==> config.mk <==
export PLATFORM = sky130hd
export DESIGN_NAME = bin2seg9
export DESIGN_NICKNAME = d
export VERILOG_FILES = /design/src/rtl/bin2seg9.sv
export SDC_FILE = /design/constraint.sdc
export NUM_CORES = 1
export LEC_CHECK = 0
export ABC_AREA = 1
export CAP_MARGIN = 30
export CORE_ASPECT_RATIO = 0.75
export CORE_MARGIN = 2
export CORE_UTILIZATION = 60
export DETAILED_ROUTE_END_ITERATION = 10
export PLACE_DENSITY = 0.86
export SLEW_MARGIN = 20
export SYNTH_ARGS = -nofsm -noshare
export SYNTH_HDL_FRONTEND = slang
export SYNTH_SLANG_ARGS = --single-unit
==> constraint.sdc <==
create_clock -name clk -period 3.8 [get_ports clk]
set_clock_uncertainty 0.2 [all_clocks]
set_input_delay 0.76 -clock clk [delete_from_list [all_inputs] [get_ports clk]]
set_output_delay 0.76 -clock clk [all_outputs]
set_load 0.02 [all_outputs]
==> src/rtl/bin2seg9.sv <==
// -----------------------------------------------------------------------------
// bin2seg9 - binary to nine-digit 7-segment formatter
//
// Purpose:
//   Converts an unsigned binary value into NDIG 7-segment digit bytes packed
//   as data_pack for the downstream ctl_7seg9 display controller. The
//   conversion uses a sequential double-dabble, one shift per clock. It then
//   uses a single encode cycle to register every byte at once. data_pack only
//   changes at that encode edge, so a free-running display refresh never
//   shows a half-finished result.
//
// Ports:
//   clk        in   1        system clock, posedge
//   rst_n      in   1        asynchronous active-low reset
//   value      in   VAL_W    unsigned binary value to display
//   start      in   1        one-cycle request; value/blank_lz/dp_mask sampled
//   blank_lz   in   1        1 = blank leading zeros (units digit never blanked)
//   dp_mask    in   NDIG     bit i lights the decimal point of digit i
//   data_pack  out  8*NDIG   byte i = data_pack[8i+7:8i]; bit0=a..bit6=g, bit7=dp
//                            byte 0 = most significant digit
//   busy       out  1        conversion in progress; start ignored while high
//   done       out  1        one-cycle pulse when a new data_pack is valid
//   overflow   out  1        last completed conversion exceeded 10^NDIG-1
// -----------------------------------------------------------------------------
module bin2seg9 #(
    parameter int          NDIG    = 9,
    parameter int          VAL_W   = 30,
    parameter logic [7:0]  OVF_SEG = 8'h40
) (
    input  logic                clk,
    input  logic                rst_n,
    input  logic [VAL_W-1:0]    value,
    input  logic                start,
    input  logic                blank_lz,
    input  logic [NDIG-1:0]     dp_mask,
    output logic [8*NDIG-1:0]   data_pack,
    output logic                busy,
    output logic                done,
    output logic                overflow
);

    localparam int BCD_W = 4 * NDIG;
    localparam int CNT_W = (VAL_W > 1) ? $clog2(VAL_W) : 1;
    localparam logic [CNT_W-1:0] LAST_CNT = CNT_W'(VAL_W - 1);

    // Largest value representable in NDIG decimal digits, 10^NDIG - 1.
    function automatic logic [63:0] max_decimal(input int n);
        logic [63:0] p;
        p = 64'd1;
        for (int k = 0; k < n; k++) begin
            p = p * 64'd10;
        end
        return p - 64'd1;
    endfunction

    localparam logic [63:0] MAX_DEC = max_decimal(NDIG);

    // Decimal digit to segments a..g (bit0 = a). Non-decimal codes show nothing.
    function automatic logic [6:0] seg7(input logic [3:0] d);
        logic [6:0] s;
        case (d)
            4'd0:    s = 7'h3F;
            4'd1:    s = 7'h06;
            4'd2:    s = 7'h5B;
            4'd3:    s = 7'h4F;
            4'd4:    s = 7'h66;
            4'd5:    s = 7'h6D;
            4'd6:    s = 7'h7D;
            4'd7:    s = 7'h07;
            4'd8:    s = 7'h7F;
            4'd9:    s = 7'h6F;
            default: s = 7'h00;
        endcase
        return s;
    endfunction

    typedef enum logic [1:0] {
        ST_IDLE = 2'd0,
        ST_CONV = 2'd1,
        ST_ENC  = 2'd2
    } state_t;

    state_t                 state_r;
    state_t                 state_next_s;

    logic [VAL_W-1:0]       shreg_r;
    logic [BCD_W-1:0]       bcd_r;
    logic [BCD_W-1:0]       bcd_adj_s;
    logic [CNT_W-1:0]       cnt_r;
    logic                   blank_r;
    logic [NDIG-1:0]        dp_r;
    logic                   ovf_next_r;
    logic                   ovf_in_s;
    logic [8*NDIG-1:0]      enc_s;

    logic [8*NDIG-1:0]      data_pack_r;
    logic                   busy_r;
    logic                   done_r;
    logic                   overflow_r;

    assign data_pack = data_pack_r;
    assign busy      = busy_r;
    assign done      = done_r;
    assign overflow  = overflow_r;

    // Range check on the incoming value, zero-extended to the constant's width.
    assign ovf_in_s = (64'(value) > MAX_DEC);

    // State register.
    always_ff @(posedge clk or negedge rst_n) begin
        if (!rst_n) begin
            state_r <= ST_IDLE;
        end else begin
            state_r <= state_next_s;
        end
    end

    // Next-state logic: IDLE -> CONV (VAL_W shifts) -> ENC -> IDLE.
    always_comb begin
        state_next_s = state_r;
        case (state_r)
            ST_IDLE: begin
                if (start) begin
                    state_next_s = ST_CONV;
                end else begin
                    state_next_s = ST_IDLE;
                end
            end
            ST_CONV: begin
                if (cnt_r == LAST_CNT) begin
                    state_next_s = ST_ENC;
                end else begin
                    state_next_s = ST_CONV;
                end
            end
            ST_ENC: begin
                state_next_s = ST_IDLE;
            end
            default: begin
                state_next_s = ST_IDLE;
            end
        endcase
    end

    // Double-dabble correction: every BCD nibble >= 5 gets +3 before the shift.
    always_comb begin
        bcd_adj_s = '0;
        for (int n = 0; n < NDIG; n++) begin
            if (bcd_r[4*n +: 4] >= 4'd5) begin
                bcd_adj_s[4*n +: 4] = bcd_r[4*n +: 4] + 4'd3;
            end else begin
                bcd_adj_s[4*n +: 4] = bcd_r[4*n +: 4];
            end
        end
    end

    // Segment encoder over the finished BCD result. Byte 0 is the most
    // significant digit, so the scan runs from the top nibble downwards and
    // blanks zeros until the first nonzero digit. The units digit is always
    // shown. Decimal points are applied regardless of blanking or overflow.
    always_comb begin
        logic       lead_s;
        logic [3:0] digit_s;
        logic [6:0] seg_s;
        enc_s   = '0;
        lead_s  = 1'b1;
        digit_s = 4'd0;
        seg_s   = 7'd0;
        for (int i = 0; i < NDIG; i++) begin
            digit_s = bcd_r[4*(NDIG-1-i) +: 4];
            if (ovf_next_r) begin
                seg_s = OVF_SEG[6:0];
            end else if (blank_r && lead_s && (digit_s == 4'd0) && (i != NDIG-1)) begin
                seg_s = 7'd0;
            end else begin
                seg_s = seg7(digit_s);
            end
            if (digit_s != 4'd0) begin
                lead_s = 1'b0;
            end else begin
                lead_s = lead_s;
            end
            enc_s[8*i +: 8] = {dp_r[i], seg_s};
        end
    end

    // Datapath and registered outputs. done is a one-cycle pulse, so it
    // defaults low every edge and is only raised in ENC.
    always_ff @(posedge clk or negedge rst_n) begin
        if (!rst_n) begin
            shreg_r     <= '0;
            bcd_r       <= '0;
            cnt_r       <= '0;
            blank_r     <= 1'b0;
            dp_r        <= '0;
            ovf_next_r  <= 1'b0;
            data_pack_r <= '0;
            busy_r      <= 1'b0;
            done_r      <= 1'b0;
            overflow_r  <= 1'b0;
        end else begin
            done_r <= 1'b0;
            case (state_r)
                ST_IDLE: begin
                    if (start) begin
                        shreg_r    <= value;
                        bcd_r      <= '0;
                        cnt_r      <= '0;
                        blank_r    <= blank_lz;
                        dp_r       <= dp_mask;
                        ovf_next_r <= ovf_in_s;
                        busy_r     <= 1'b1;
                    end
                end
                ST_CONV: begin
                    // {bcd, shreg} shifted left once, using the corrected nibbles.
                    bcd_r   <= {bcd_adj_s[BCD_W-2:0], shreg_r[VAL_W-1]};
                    shreg_r <= {shreg_r[VAL_W-2:0], 1'b0};
                    cnt_r   <= cnt_r + {{(CNT_W-1){1'b0}}, 1'b1};
                end
                ST_ENC: begin
                    data_pack_r <= enc_s;
                    overflow_r  <= ovf_next_r;
                    done_r      <= 1'b1;
                    busy_r      <= 1'b0;
                end
                default: begin
                    busy_r <= 1'b0;
                end
            endcase
        end
    end

endmodule

==> results of run 1 <==
## where the power goes
group	switching, µW	internal [µW]	leakage, µW	total, µW
clock	688	1220	0.000312	1900
combinational	2380	1600	0.00282	3980
sequential	656	2430	0.00190	3090
total	3730	5250	0.00503	8970
## logic make-up after synthesis
group | Yosys count | share of synthesized area (%)
AND/OR/NAND/NOR | 396 | 20.1
AO/OA/AOI/OAI | 226 | 15.7
flip-flops | 159 | 47.2
buffers and inverters | 126 | 6.22
adder cells (fa/ha/maj) | 65 | 9.64
XOR/XNOR | 10 | 1.04
multiplexers | 1 | 0.119
## path summary, 6_finish.rpt
kind                                            from                   endpoint
min in group clk                 dp_r[1]$_DFFE_PN0P_  data_pack[15]$_DFFE_PN0P_
max in group asynchronous                      rst_n  data_pack[24]$_DFFE_PN0P_
worst max-delay path                           start    shreg_r[14]$_DFFE_PN0P_
worst min register to register   dp_r[1]$_DFFE_PN0P_  data_pack[15]$_DFFE_PN0P_
worst min-delay path                           rst_n   data_pack[3]$_DFFE_PN0P_
worst max register to register  state_r[0]$_DFF_PN0_    shreg_r[26]$_DFFE_PN0P_
## synthesized netlist by cell type (7+ instances only)
cell	instances
nand2_1	271
clkbuf_1	15
nor2_1	44
buf_2	11
inv_2	9
nor3_1	9
o32ai_1	8
a22oi_1	12
o21ai_0	114
o211ai_1	22
ha_1	65
inv_1	78
xor2_1	10
nor2_2	7
a21oi_1	42
nand3_1	47
dfrtp_1	159
## state kept, by name, summed over array words and instances, names as in the netlist
name and flops:
cnt_r 5, bcd_r 36, ovf_next_r 1, shreg_r 30, busy 1, overflow 1
data_pack 72, dp_r 9, state_r 2, done 1, blank_r 1
## per-layer routing
metal,up-vias,GRT usage (%),wire (µm),part of all wire (%)
met5,-,0,0,0
met4,0,9.14,329,1.6
met3,39,6.39,1530,7.6
li1,3477,-,-,-
met2,312,43.3,9180,46
met1,3431,39.8,9040,45
## cells in the final DEF, fill, tap and decap left out, types with 4 or more instances in the layout
cell type	instances
nand2_1	271
dfrtp_1	159
clkdlybuf4s50_1	116
o21ai_0	114
inv_1	78
ha_1	65
nand3_1	47
nor2_1	43
a21oi_1	42
o211ai_1	22
clkbuf_16	17
a22oi_1	12
xor2_1	10
inv_2	9
nor3_1	9
nor2_2	8
o32ai_1	8
buf_4	7
o31ai_1	6
o221ai_1	6
nand4_1	5
bufinv_16	5
or2_2	4
a31oi_1	4
## stage by stage
stage          hold WS (ns)  area, µm²  util (%)  total power [µW]
6_report              0.176      10400      75.7              8970
5_1_grt               0.252      10400      75.7              9690
2_1_floorplan         0.246       8430         -              5650
4_1_cts               0.221      10400      75.7              8960
3_5_place_dp          0.264       9720      70.9              6980
3_3_place_gp          0.255       9720      70.9              6820
## cell type report
| class | count | area (µm²) | area share [%] |
|---|---|---|---|
| Clock buffer | 22 | 474 | 4.57 |
| Clock inverter | 10 | 183 | 1.76 |
| Inverter | 91 | 343 | 3.30 |
| Multi-Input combinational cell | 698 | 3930 | 37.9 |
| Sequential cell | 159 | 3980 | 38.3 |
| Tap cell | 175 | 219 | 2.11 |
| Timing Repair Buffer | 125 | 1240 | 12.0 |
==> impl_metrics.env, run 1 <==
export IMPL_status="finished clean"
export IMPL_synthArstFlopShare_pct=100
export IMPL_setup_tns_ns=0
export IMPL_drt_iter0_drc=653
export IMPL_path_cells="clkdlybuf4s50_1 -> nand3_1 -> clkinv_1 -> buf_4 -> nand2_1 -> o211ai_1"
export IMPL_clock_path_buffers=2
export IMPL_gp_congestion=0.911
export IMPL_antenna_found_initial=0
export IMPL_clkTransAtPathRegs_ns=0.06
export IMPL_total_leakage_power_uw=0.00503
export IMPL_synth_cell_types=42
export IMPL_layout_setup_ws_ns=1.30
export IMPL_detail_route_antenna_nets=0
export IMPL_tightest_slew_ns=0.801
export IMPL_track_usage_pct=28.1
export IMPL_start_kind="primary input"
export IMPL_synthFlopType="dfrtp_1"
export IMPL_synth_edf_count=0
export IMPL_ys_warn_count=0
export IMPL_synth_top_area_share_pct=47.2
export IMPL_endpoint_kind="register"
export IMPL_cts_made_buffers=17
export IMPL_synth_seq_cells=159
export IMPL_dp_hpwl_mm=13.0
export IMPL_path_class="primary input to register"
export IMPL_coreArea_um2=13700
export IMPL_htree_levels=4
export IMPL_ir_worst_vdd_mv=0.522
export IMPL_max_freq_mhz=400
export IMPL_syn_num_nets=1091
export IMPL_grt_overflow=0
export IMPL_period_minus_slack_ns=2.50
export IMPL_slowest_stage="clkinv_1"
export IMPL_wl_per_cell_um=15.7
export IMPL_fill_cells=967
export IMPL_drv_cap=0
export IMPL_diodes=0
export IMPL_synth_area_um2=8430
export IMPL_clk_latency_ns=0.43
export IMPL_slowest_delay_ns=0.52
export IMPL_critPathTopFamily="buffers and inverters"
export IMPL_dieArea_um2=15000
export IMPL_finalWirelength_mm=20.1
export IMPL_cp_max_fo=20
export IMPL_slew_headroom_pct=46.6
export IMPL_dr_pass1_iters=5
export IMPL_reg2reg_slack_ns=1.35
export IMPL_final_nets=1200
export IMPL_num_vias=7259
export IMPL_synth_seq_area_share_pct=47.2
export IMPL_syn_avg_cell_area_um2=8.58
export IMPL_hold_class="primary input to asynchronous set/reset pin"
export IMPL_clock_sinks=159
export IMPL_die_h_um=107
export IMPL_portBuffers=117
export IMPL_cp_depth=6
export IMPL_cts_resized=0
export IMPL_drive_gt1_share_pct=6.33
export IMPL_cts_setup_buffers=0
export IMPL_finalHoldViolCount=0
export IMPL_first_global_vias=6896
export IMPL_tritoncts="built"
export IMPL_yosys_area_top_type="dfrtp_1"
export IMPL_power_density_nw_per_um2=865
export IMPL_root_buffer="clkbuf_16"
export IMPL_via_per_inst=5.67
export IMPL_grt_pass1_wl_mm=33.7
export IMPL_finalNonFillerCells=1280
export IMPL_area_growth_pct=23.0
export IMPL_initial_core_util_pct=61.6
export IMPL_final_max_slew_violation_count=0
export IMPL_syn_inst=983
export IMPL_place_ws_ns=0.908
export IMPL_grt_setup_unrepaired="no"
export IMPL_synthTopCellsByArea="dfrtp_1, nand2_1, ha_1"
export IMPL_num_rows=37
export IMPL_worst_ep_arrival_time_ns=2.58
export IMPL_holdBufCountCts=0
export IMPL_grt_max_degree=88
export IMPL_ff2ff_path_depth=7
export IMPL_cp_required_ns=3.88
export IMPL_placed_cells=1248
export IMPL_finalSetupViolCount=0
export IMPL_drcViolationCount=0
export IMPL_finalCritPeriodShare_pct=65.7
export IMPL_die_w_um=141
export IMPL_num_io_pins=118
export IMPL_cp_num_buf_inv=3
No activity file was read; power rests on OpenSTA's default activity.
==> run 2: changes to the inputs <==
--- a/config.mk
+++ b/config.mk
@@ -9,9 +9,9 @@
 export CAP_MARGIN = 30
 export CORE_ASPECT_RATIO = 0.75
 export CORE_MARGIN = 2
-export CORE_UTILIZATION = 60
+export CORE_UTILIZATION = 50
 export DETAILED_ROUTE_END_ITERATION = 10
-export PLACE_DENSITY = 0.86
+export PLACE_DENSITY = 0.77
 export SLEW_MARGIN = 20
 export SYNTH_ARGS = -nofsm -noshare
 export SYNTH_HDL_FRONTEND = slang
==> constraint.sdc (replaced) <==
create_clock -name clk -period 2.1 [get_ports clk]
set_clock_uncertainty 0.2 [all_clocks]
set_input_delay 0.42 -clock clk [delete_from_list [all_inputs] [get_ports clk]]
set_output_delay 0.42 -clock clk [all_outputs]
set_load 0.02 [all_outputs]
==> run 2 against run 1 <==
Compared with the run above: cell count grew 6.8%; sequential share of layout area shrank 1.5 points; register-to-register slack lost 1.3 ns; utilization shrank 11 points; setup slack lost 1.3 ns.
==> impl_metrics.env, run 2 (synthesized netlist as in run 1, its figures left out) <==
export IMPL_grt_overflow=0
export IMPL_max_freq_mhz=486
export IMPL_grt_pass1_wl_mm=34.9
export IMPL_coreArea_um2=16700
export IMPL_drt_met1_wl_mm=10.1
export IMPL_critPathTopFamily="buffers and inverters"
export IMPL_finalSetupViolCount=0
export IMPL_placed_cells=1326
export IMPL_finalNonFillerCells=1367
export IMPL_dp_hpwl_mm=14.4
export IMPL_holdWs_ns=0.271
export IMPL_total_leakage_power_uw=0.00528
export IMPL_worst_ep_arrival_time_ns=1.44
export IMPL_final_core_util_pct=64.8
export IMPL_gp_congestion=0.857
export IMPL_via_per_inst=5.37
export IMPL_cts_made_buffers=17
export IMPL_drive_gt1_share_pct=11.1
export IMPL_status="finished clean"
export IMPL_hold_class="register to register"
export IMPL_drcViolationCount=0
export IMPL_diodes=0
export IMPL_r2r_start="bcd_r[32]$_DFFE_PN0P_"
export IMPL_tritoncts="built"
export IMPL_worstSetupStartpoint="data_pack[15]$_DFFE_PN0P_"
export IMPL_final_max_slew_violation_count=0
export IMPL_htree_levels=4
export IMPL_first_global_vias=7046
export IMPL_clkTransAtPathRegs_ns=0.07
export IMPL_initial_core_util_pct=50.6
export IMPL_cp_required_ns=1.48
export IMPL_slew_headroom_pct=66.8
export IMPL_antenna_found_initial=0
export IMPL_track_usage_pct=24.4
export IMPL_dr_wl_met3_mm=1.24
export IMPL_drv_cap=0
export IMPL_finalCritPeriodShare_pct=98.0
export IMPL_clock_path_buffers=2
export IMPL_ir_worst_vdd_mv=0.729
export IMPL_root_buffer="clkbuf_16"
export IMPL_drt_iter0_drc=602
export IMPL_cp_max_fo=2
export IMPL_num_rows=41
export IMPL_final_common_cell="nand2_1"
export IMPL_power_density_nw_per_um2=1510
export IMPL_min_from="overflow$_DFFE_PN0P_"
export IMPL_dieArea_um2=17900
export IMPL_route_top_layer_used="met4"
export IMPL_portBuffers=117
export IMPL_wl_per_cell_um=15.3
export IMPL_fill_cells=1378
export IMPL_tightest_slew_ns=0.491
export IMPL_path_class="register to output port"
export IMPL_dr_pass1_iters=6
export IMPL_period_minus_slack_ns=2.06
export IMPL_area_growth_pct=28.1
export IMPL_final_cell_mix="nand2_1, dfrtp_1, o21ai_0"
export IMPL_slowest_stage="clkdlybuf4s50_1"
export IMPL_endpoint_kind="output port"
export IMPL_cp_num_buf_inv=1
export IMPL_clk_latency_ns=0.43
export IMPL_grt_max_degree=80
export IMPL_post_dp_cell_area_um2=10100
export IMPL_wl_met2_mm=9.29
export IMPL_grt_setup_unrepaired="yes"
export IMPL_clock_sinks=159
export IMPL_final_nets=1247
export IMPL_start_kind="register"
export IMPL_die_w_um=154
export IMPL_finalHoldViolCount=0
export IMPL_largest_register_ffs=72
export IMPL_num_io_pins=118
export IMPL_reg2reg_slack_ns=0.09
export IMPL_path_cells="clkdlybuf4s50_1"
export IMPL_finalInstanceArea_um2=10800
export IMPL_num_vias=7336
export IMPL_detail_route_antenna_nets=0
export IMPL_slowest_delay_ns=0.62
export IMPL_die_h_um=116
export IMPL_finalWirelength_mm=21.0
==> run 2: area by class of cell <==
cell class	count	area [µm²]	share of cell area (%)
clock buffers	22	474	4.39
clock inverters	10	111	1.03
inverters	91	343	3.17
multi-input cells	698	3980	36.8
flip-flops and latches	159	3980	36.8
well taps	215	269	2.49
repair buffers	172	1650	15.3
==> run 2: metrics by stage <==
step	total power (µW)	setup slack (ns)	TNS (ns)
final	16400	0.0411	0
after global routing	17700	-0.0430	-0.298
after CTS	16300	0.0159	0
after detailed placement	13100	0.0297	0
after global placement	12800	0.136	0
after floorplan	10200	0.136	0
==> run 2: metal layers <==
layer	global-route usage [%]	vias up
li1	-	3584
met1	34.6	3491
met2	38.3	232
met3	5.16	29
met4	7.17	0
met5	0	-
==> run 2: report_power, final <==
group	internal, µW	leakage, µW	switching (µW)	total [µW]
Combinational	3250	0.00309	4620	7870
Sequential	4400	0.00190	1010	5410
Clock	1840	0.000282	1240	3080
==> run 2: final timing paths <==
check                                                 end  cells after the start
min in group asynchronous        data_pack[9]$_DFFE_PN0P_                      2
worst min register to register       overflow$_DFFE_PN0P_                      2
max in group asynchronous       data_pack[36]$_DFFE_PN0P_                      3
worst max register to register  data_pack[62]$_DFFE_PN0P_                     11
worst min-delay path                 overflow$_DFFE_PN0P_                      2
worst max-delay path                        data_pack[15]                      1
==> run 2: timing repair <==
item | CTS | global route
endpoints found under the hold margin | 47 | 0
setup endpoints to repair | 0 | 27
hold buffers | 1 | 0
gates resized for setup | 0 | 20
buffers inserted | 0 | 8
